File: config.mk
export PLATFORM = sky130hd
export DESIGN_NAME = md5_msg_ctrl
export DESIGN_NICKNAME = d
export VERILOG_FILES = /design/src/rtl/md5_pkg.sv /design/src/rtl/md5_blk_buf.sv /design/src/rtl/md5_msg_ctrl.sv
export SDC_FILE = /design/constraint.sdc
export NUM_CORES = 2
export LEC_CHECK = 0
export ABC_CLOCK_PERIOD_IN_PS = 8400
export BUFFER_PORTS_ARGS = -buffer_cell sky130_fd_sc_hd__buf_4
export CORE_AREA = 2 2 369 371
export DETAILED_ROUTE_END_ITERATION = 10
export DIE_AREA = 0 0 371 373
export GPL_TIMING_DRIVEN = 0
export MAX_ROUTING_LAYER = met4
export PLACE_DENSITY_LB_ADDON = 0.12
export SLEW_MARGIN = 20
export SYNTH_ARGS = -nofsm -noshare
export SYNTH_HDL_FRONTEND = slang
export SYNTH_SLANG_ARGS = --single-unit
export TNS_END_PERCENT = 20
File: constraint.sdc
create_clock -name clk -period 8.4 [get_ports clk]
set_input_delay 0.84 -clock clk [delete_from_list [all_inputs] [get_ports clk]]
set_output_delay 0.84 -clock clk [all_outputs]
set_load 0.005 [all_outputs]
File: src/rtl/md5_pkg.sv
// Shared types and constants for the MD5 message sequencer.
package md5_pkg;

    localparam int BLOCK_W     = 512;
    localparam int WORD_W      = 32;
    localparam int BLOCK_WORDS = 16;
    localparam int LEN_FIELD_W = 64;
    localparam int LEN_LO_IDX  = 14;
    localparam int LEN_HI_IDX  = 15;

    localparam logic [7:0]  PAD_BYTE = 8'h80;

    localparam logic [31:0] MD5_IV_A = 32'h67452301;
    localparam logic [31:0] MD5_IV_B = 32'hefcdab89;
    localparam logic [31:0] MD5_IV_C = 32'h98badcfe;
    localparam logic [31:0] MD5_IV_D = 32'h10325476;

    typedef enum logic [2:0] {
        ST_IDLE = 3'd0,
        ST_LOAD = 3'd1,
        ST_PAD  = 3'd2,
        ST_RUN  = 3'd3,
        ST_WAIT = 3'd4,
        ST_ACC  = 3'd5,
        ST_DONE = 3'd6
    } state_t;

    // Block buffer write operations
    typedef enum logic [2:0] {
        BUF_NOP  = 3'd0,
        BUF_WORD = 3'd1,  // plain message word
        BUF_LAST = 3'd2,  // final word: keep nbytes bytes, 0x80 after them, zero the rest
        BUF_MARK = 3'd3,  // 0x80 in byte 0, rest zero
        BUF_ZERO = 3'd4,  // zero word
        BUF_LEN  = 3'd5,  // 64-bit bit length into words 14/15
        BUF_CLR  = 3'd6   // whole block to zero
    } buf_op_t;

    // Final message word with the padding marker placed right after the valid bytes.
    function automatic logic [31:0] pad_last_word(input logic [31:0] data,
                                                  input logic [2:0]  nbytes);
        logic [31:0] w;
        w = '0;
        for (int b = 0; b < 4; b++) begin
            if (b < int'(nbytes)) begin
                w[8*b +: 8] = data[8*b +: 8];
            end else if (b == int'(nbytes)) begin
                w[8*b +: 8] = PAD_BYTE;
            end
        end
        return w;
    endfunction

endpackage

File: src/rtl/md5_blk_buf.sv
// 16x32 block buffer feeding the MD5 core; word 0 sits in the low bits of blk.
module md5_blk_buf
    import md5_pkg::*;
(
    input  logic               clk,
    input  logic               rst_n,
    input  logic [2:0]         op,
    input  logic [3:0]         idx,
    input  logic [31:0]        wr_data,
    input  logic [2:0]         nbytes,
    input  logic [63:0]        len,
    output logic [BLOCK_W-1:0] blk
);

    logic [WORD_W-1:0] mem_q [BLOCK_WORDS];
    logic [WORD_W-1:0] mem_d [BLOCK_WORDS];

    // Next buffer contents for the requested operation
    always_comb begin
        for (int k = 0; k < BLOCK_WORDS; k++) begin
            mem_d[k] = mem_q[k];
        end
        case (op)
            BUF_WORD: mem_d[idx] = wr_data;
            BUF_LAST: mem_d[idx] = pad_last_word(wr_data, nbytes);
            BUF_MARK: mem_d[idx] = {24'h000000, PAD_BYTE};
            BUF_ZERO: mem_d[idx] = '0;
            BUF_LEN: begin
                mem_d[LEN_LO_IDX] = len[31:0];
                mem_d[LEN_HI_IDX] = len[63:32];
            end
            BUF_CLR: begin
                for (int k = 0; k < BLOCK_WORDS; k++) begin
                    mem_d[k] = '0;
                end
            end
            default: ;
        endcase
    end

    // Buffer storage, cleared by reset
    always_ff @(posedge clk or negedge rst_n) begin
        if (!rst_n) begin
            for (int k = 0; k < BLOCK_WORDS; k++) begin
                mem_q[k] <= '0;
            end
        end else begin
            for (int k = 0; k < BLOCK_WORDS; k++) begin
                mem_q[k] <= mem_d[k];
            end
        end
    end

    for (genvar k = 0; k < BLOCK_WORDS; k++) begin : g_flat
        assign blk[WORD_W*k +: WORD_W] = mem_q[k];
    end

endmodule

File: src/rtl/md5_msg_ctrl.sv
// MD5 message sequencer: packs the word stream into blocks, pads, runs the
// compression core once per block and accumulates the chaining value.
module md5_msg_ctrl
    import md5_pkg::*;
#(
    parameter logic [31:0] IV_A    = MD5_IV_A,
    parameter logic [31:0] IV_B    = MD5_IV_B,
    parameter logic [31:0] IV_C    = MD5_IV_C,
    parameter logic [31:0] IV_D    = MD5_IV_D,
    parameter int          LEN_W   = 32,
    parameter int          CORE_TO = 64
) (
    input  logic         clk,
    input  logic         rst_n,
    input  logic         start,
    input  logic         in_valid,
    output logic         in_ready,
    input  logic [31:0]  in_data,
    input  logic         in_last,
    input  logic [2:0]   in_bytes,
    output logic         busy,
    output logic         digest_valid,
    output logic [127:0] digest,
    output logic         err,
    output logic [511:0] core_string,
    output logic [31:0]  core_A,
    output logic [31:0]  core_B,
    output logic [31:0]  core_C,
    output logic [31:0]  core_D,
    output logic         core_en,
    input  logic         core_complete,
    input  logic [31:0]  core_a,
    input  logic [31:0]  core_b,
    input  logic [31:0]  core_c,
    input  logic [31:0]  core_d
);

    localparam int TMR_W = $clog2(CORE_TO + 1);

    state_t             state_q, state_d;
    logic               in_ready_q, in_ready_d;
    logic               busy_q, busy_d;
    logic               digest_valid_q, digest_valid_d;
    logic [127:0]       digest_q, digest_d;
    logic               err_q, err_d;
    logic               core_en_q, core_en_d;
    logic [31:0]        h_a_q, h_a_d, h_b_q, h_b_d, h_c_q, h_c_d, h_d_q, h_d_d;
    logic [LEN_W-1:0]   byte_cnt_q, byte_cnt_d;
    logic [4:0]         word_idx_q, word_idx_d;
    logic [TMR_W-1:0]   timer_q, timer_d;
    logic               complete_q, complete_d;
    logic               armed_q, armed_d;
    logic               final_q, final_d;
    logic               len_pend_q, len_pend_d;
    logic               pad80_q, pad80_d;

    buf_op_t            buf_op;
    logic [2:0]         nbytes;
    logic [2:0]         inc;
    logic [LEN_W:0]     cnt_sum;
    logic [63:0]        len_field;
    logic               accept;
    logic               core_done;

    md5_blk_buf u_buf (
        .clk     (clk),
        .rst_n   (rst_n),
        .op      (buf_op),
        .idx     (word_idx_q[3:0]),
        .wr_data (in_data),
        .nbytes  (nbytes),
        .len     (len_field),
        .blk     (core_string)
    );

    // Sequencer next-state and datapath updates
    always_comb begin
        state_d        = state_q;
        in_ready_d     = in_ready_q;
        busy_d         = busy_q;
        digest_valid_d = digest_valid_q;
        digest_d       = digest_q;
        err_d          = err_q;
        core_en_d      = 1'b0;
        h_a_d          = h_a_q;
        h_b_d          = h_b_q;
        h_c_d          = h_c_q;
        h_d_d          = h_d_q;
        byte_cnt_d     = byte_cnt_q;
        word_idx_d     = word_idx_q;
        timer_d        = timer_q;
        complete_d     = complete_q;
        armed_d        = 1'b1;
        final_d        = final_q;
        len_pend_d     = len_pend_q;
        pad80_d        = pad80_q;
        buf_op         = BUF_NOP;

        // in_bytes beyond 4 is treated as a full word
        nbytes    = (in_bytes > 3'd4) ? 3'd4 : in_bytes;
        inc       = in_last ? nbytes : 3'd4;
        cnt_sum   = {1'b0, byte_cnt_q} + (LEN_W+1)'(inc);
        len_field = LEN_FIELD_W'({byte_cnt_q, 3'b000});
        accept    = in_valid & in_ready_q;
        core_done = (core_complete != complete_q);

        // Baseline of the toggle handshake is taken once after reset
        if (!armed_q) begin
            complete_d = core_complete;
        end

        case (state_q)
            ST_IDLE: begin
                if (start) begin
                    digest_valid_d = 1'b0;
                    err_d          = 1'b0;
                    h_a_d          = IV_A;
                    h_b_d          = IV_B;
                    h_c_d          = IV_C;
                    h_d_d          = IV_D;
                    byte_cnt_d     = '0;
                    word_idx_d     = '0;
                    final_d        = 1'b0;
                    len_pend_d     = 1'b0;
                    pad80_d        = 1'b0;
                    busy_d         = 1'b1;
                    in_ready_d     = 1'b1;
                    state_d        = ST_LOAD;
                end
            end
            ST_LOAD: begin
                if (accept) begin
                    if (cnt_sum[LEN_W]) begin
                        err_d      = 1'b1;
                        busy_d     = 1'b0;
                        in_ready_d = 1'b0;
                        state_d    = ST_IDLE;
                    end else begin
                        byte_cnt_d = cnt_sum[LEN_W-1:0];
                        word_idx_d = word_idx_q + 5'd1;
                        if (in_last) begin
                            buf_op     = BUF_LAST;
                            // a full last word pushes the marker into the next word
                            pad80_d    = (nbytes == 3'd4);
                            in_ready_d = 1'b0;
                            state_d    = ST_PAD;
                        end else begin
                            buf_op = BUF_WORD;
                            if (word_idx_q == 5'd15) begin
                                in_ready_d = 1'b0;
                                state_d    = ST_RUN;
                            end
                        end
                    end
                end
            end
            ST_PAD: begin
                if (word_idx_q == 5'd14 && !pad80_q) begin
                    buf_op  = BUF_LEN;
                    final_d = 1'b1;
                    state_d = ST_RUN;
                end else if (word_idx_q == 5'd16) begin
                    // block filled by data; marker (if pending) and length go in the next one
                    len_pend_d = 1'b1;
                    state_d    = ST_RUN;
                end else begin
                    buf_op     = pad80_q ? BUF_MARK : BUF_ZERO;
                    pad80_d    = 1'b0;
                    word_idx_d = word_idx_q + 5'd1;
                    if (word_idx_q == 5'd15) begin
                        len_pend_d = 1'b1;
                        state_d    = ST_RUN;
                    end
                end
            end
            ST_RUN: begin
                core_en_d = 1'b1;
                timer_d   = '0;
                state_d   = ST_WAIT;
            end
            ST_WAIT: begin
                if (core_done) begin
                    complete_d = core_complete;
                    state_d    = ST_ACC;
                end else if (timer_q == TMR_W'(CORE_TO - 1)) begin
                    err_d   = 1'b1;
                    busy_d  = 1'b0;
                    state_d = ST_IDLE;
                end else begin
                    timer_d = timer_q + TMR_W'(1);
                end
            end
            ST_ACC: begin
                h_a_d = h_a_q + core_a;
                h_b_d = h_b_q + core_b;
                h_c_d = h_c_q + core_c;
                h_d_d = h_d_q + core_d;
                word_idx_d = '0;
                if (final_q) begin
                    state_d = ST_DONE;
                end else if (len_pend_q) begin
                    buf_op     = BUF_CLR;
                    len_pend_d = 1'b0;
                    state_d    = ST_PAD;
                end else begin
                    in_ready_d = 1'b1;
                    state_d    = ST_LOAD;
                end
            end
            ST_DONE: begin
                digest_d       = {h_d_q, h_c_q, h_b_q, h_a_q};
                digest_valid_d = 1'b1;
                busy_d         = 1'b0;
                state_d        = ST_IDLE;
            end
            default: state_d = ST_IDLE;
        endcase
    end

    // Sequencer state and registered outputs
    always_ff @(posedge clk or negedge rst_n) begin
        if (!rst_n) begin
            state_q        <= ST_IDLE;
            in_ready_q     <= 1'b0;
            busy_q         <= 1'b0;
            digest_valid_q <= 1'b0;
            digest_q       <= '0;
            err_q          <= 1'b0;
            core_en_q      <= 1'b0;
            h_a_q          <= IV_A;
            h_b_q          <= IV_B;
            h_c_q          <= IV_C;
            h_d_q          <= IV_D;
            byte_cnt_q     <= '0;
            word_idx_q     <= '0;
            timer_q        <= '0;
            complete_q     <= 1'b0;
            armed_q        <= 1'b0;
            final_q        <= 1'b0;
            len_pend_q     <= 1'b0;
            pad80_q        <= 1'b0;
        end else begin
            state_q        <= state_d;
            in_ready_q     <= in_ready_d;
            busy_q         <= busy_d;
            digest_valid_q <= digest_valid_d;
            digest_q       <= digest_d;
            err_q          <= err_d;
            core_en_q      <= core_en_d;
            h_a_q          <= h_a_d;
            h_b_q          <= h_b_d;
            h_c_q          <= h_c_d;
            h_d_q          <= h_d_d;
            byte_cnt_q     <= byte_cnt_d;
            word_idx_q     <= word_idx_d;
            timer_q        <= timer_d;
            complete_q     <= complete_d;
            armed_q        <= armed_d;
            final_q        <= final_d;
            len_pend_q     <= len_pend_d;
            pad80_q        <= pad80_d;
        end
    end

    assign in_ready     = in_ready_q;
    assign busy         = busy_q;
    assign digest_valid = digest_valid_q;
    assign digest       = digest_q;
    assign err          = err_q;
    assign core_en      = core_en_q;
    assign core_A       = h_a_q;
    assign core_B       = h_b_q;
    assign core_C       = h_c_q;
    assign core_D       = h_d_q;

endmodule

==> metrics.log <==
[metrics] Yosys reg bits: 825
[metrics] maximum number of pins on one net before global-route repair: 126
[metrics] largest fanout on the critical path: 10
[metrics] area of the core region: 135000 um^2
[metrics] total congestion overflow after global routing: 0
[metrics] Max rail drop VDD: 0.214 mV
[metrics] Vias/cell: 5.05
[metrics] routed wirelength normalized by instance count: 26.8 um
[metrics] clock root buffer: clkbuf_16
[metrics] cell taking the most area after synthesis: dfrtp_1
[metrics] Clock H-tree levels: 3
[metrics] count of buffer and inverter cells on the critical path: 5
[metrics] buffer depth of the longest clock path: 3
[metrics] number of buffer cells added on primary ports: 919
[metrics] slew at the pin with the worst max-slew slack: 1110 ps
[metrics] die width: 371 um
[metrics] Pre-antenna DRT Iters: 6
[metrics] fill cell instance count of the final layout: 13600
[metrics] total global-route track usage: 0.240
[metrics] sequence of cells on the critical path: clkbuf_1 > nor2_1 > and2_1 > ha_1 > inv_1 > fa_1 > nor2b_1 > o21ai_0 > nor4_4 > nor4_1 > buf_2 > nand2_2 > a21boi_4 > inv_2 > a21oi_2 > buf_4 > o21ai_0
[metrics] Yosys Warn Count: 0
[metrics] crit path time final: 4320 ps
[metrics] number of setup violations in the final report: 0
[metrics] endpoint type of the worst setup path: flip-flop
[metrics] RSZ-0062 raised after global routing: no
[metrics] power per standard cell area: 351 nW/um^2
[metrics] GP Congestion: 0.885
[metrics] mean cell area of the mapped netlist: 11.4 um^2
[metrics] Crit path required time: 8970 ps
[metrics] Clock Skew: 50.5 ps
[metrics] Post-Syn Nets: 3595
[metrics] commonest non-fill, non-tap cells in the layout: 932 x buf_4, 761 x dfrtp_1, 444 x a22o_1
[metrics] portion of synthesized cell area occupied by the leading cell type: 0.509
[metrics] number of antenna violations at the first check in global routing: 18
[metrics] Leak Pwr: 24.7 nW
[metrics] max cap viols: 0
[metrics] source-to-sink clock delay at the later pin of the worst-skew pair: 740 ps
[metrics] asr flop ratio synth: 1.00
[metrics] post-detailed-placement half-perimeter wirelength: 129 mm
[metrics] number of max-slew violations in the final report: 0
[metrics] Final Hold Fails: 0
[metrics] Die Y-Extent: 373 um
[metrics] commonest non-fill, non-tap cell in the layout: buf_4
[metrics] maximum frequency from static timing analysis: 0.231 GHz
[metrics] ratio of cells with drive above 1 in the final layout: 0.320
[metrics] crit-path max cell delay: 570 ps
[metrics] setup bufs post-CTS: 0
[metrics] ANT nets after route: 0
[metrics] number of sinks driven by the clock tree: 825
[metrics] IO Count: 942
[metrics] first-pass GRT wire length: 236 mm
[metrics] initial core utilization: 0.278
[metrics] cell family with the largest share of critical-path delay: simple AND/OR/NAND/NOR gates
[metrics] area used by multi-input combinational logic: 15800 um^2
[metrics] Main synth FF type: dfrtp_1
[metrics] register area share after synthesis: 0.554
[metrics] net count of the finished layout: 4625
[metrics] crit path launch type: input port
[metrics] Mapped Cells: 3288
[metrics] post-synthesis cell type count: 83
[metrics] part of the cycle the worst path needs: 0.515
[metrics] cell area after technology mapping: 37400 um^2
[metrics] relative area change from synthesis to final layout: 34.5%
[metrics] run status: completed
[metrics] Die Footprint: 138000 um^2
[metrics] number of instances resized during post-cts repair: 0
[metrics] vias after detailed routing: 31300
[metrics] most area-consuming cells after synthesis: dfrtp_1 51%, a22o_1 10%, dfstp_2 4.5%, ha_1 4.4%, mux2_2 3.8%
[metrics] Register Area: 20700 um^2
[metrics] count of routing violations after the opening detailed-route iteration: 2230
[metrics] standard-cell rows: 135
[metrics] Power, Total: 0.0177 W
[metrics] count of flip-flops with a built-in enable after synthesis: 0
[metrics] Slew Limit Headroom: 0.258
[metrics] Num CTS Buffers: 100
[metrics] clock tree from TritonCTS: built
[metrics] worst path arrival time: 4900 ps
[metrics] Clock Pin Slew Worst Setup and Hold Paths: 60 ps
[metrics] total wirelength of the detailed-routed design: 166 mm
[metrics] worst hold margin: 360 ps
[metrics] Worst Hold Class: input port to flip-flop
[metrics] vias in the first global route: 31700
[metrics] slowest CP cell: nor4_4
[metrics] hold_buf cts: 1
[metrics] dominant cell type by count on the critical path: o21ai_0
[metrics] critical path start-end classification: input port to flip-flop
[metrics] DRC viols: 0
-- synth_stat cells, drive strengths merged (8+ instances only) --
library cell	instances
o21bai	19
a22oi	31
and2	43
xnor2	50
nor3	36
nand2	263
o22a	8
ha	133
dfrtp	761
dfstp	64
nand2b	16
and3	22
a21o	56
inv	41
and4	8
o22ai	16
nor3b	8
a22o	444
xor2	84
clkbuf	106
nor2b	16
a211oi	24
buf	84
nand3	37
nand4	22
mux2	128
o21a	14
o31ai	15
nor2	243
or3	18
o21ai	197
a31oi	19
a21oi	177
-- metal layers --
| metal | wire (um) | up-vias | GRT usage |
|---|---|---|---|
| met5 | 0 | - | - |
| met4 | 3830 | 0 | 0.0597 |
| met3 | 12500 | 185 | 0.0667 |
| met2 | 83500 | 993 | 0.410 |
| met1 | 66000 | 15900 | 0.277 |
| li1 | - | 14200 | - |
-- stage by stage --
step,TNS [ps],cell area (um^2),util,setup slack [ps],instances
detailed placement,0,46800,0.348,3360,5996
CTS,0,50300,0.374,4140,6180
global placement,-3023130,46600,0.346,-4190,5988
finish,0,50400,0.374,4080,6196
floorplan,0,37400,-,4620,3288
global route,0,50400,0.374,3830,6196
-- report_power, final --
group / internal (W) / switching (W)
combinational: 0.00325 / 0.00358
sequential: 0.00523 / 0.000977
clock: 0.00271 / 0.00191
total: 0.0112 / 0.00647
-- cells by family after synthesis --
| kind of cell | synth area share |
|---|---|
| other cells | 0.000100 |
| mux | 0.0404 |
| fa+ha+maj | 0.0471 |
| simple gates | 0.0947 |
| buf+inv | 0.0260 |
| compound gates | 0.207 |
| xor+xnor | 0.0313 |
| flops | 0.554 |
-- final timing paths --
path,cells after the start,from,slack (ps),end
min,2,in_data[19],360,flip-flop
max,17,in_bytes[2],4080,flip-flop
max in group asynchronous,4,rst_n,6080,core_C[9]
max reg2reg,11,word_idx_q[0],4330,flip-flop
min reg2reg,2,flip-flop,470,flip-flop
min in group asynchronous,2,rst_n,650,async pin
-- final cells by class --
cell class / instances / share of cell area
Inverter: 41 / 0.00306
Tap cell: 1781 / 0.0443
Clock inverter: 41 / 0.0112
Antenna cell: 16 / 0.000795
Multi-Input combinational cell: 2232 / 0.313
Timing Repair Buffer: 928 / 0.142
Buffer: 190 / 0.0165
Sequential cell: 825 / 0.412
Clock buffer: 142 / 0.0580
Note: power is estimated with default switching activity, not from simulation.
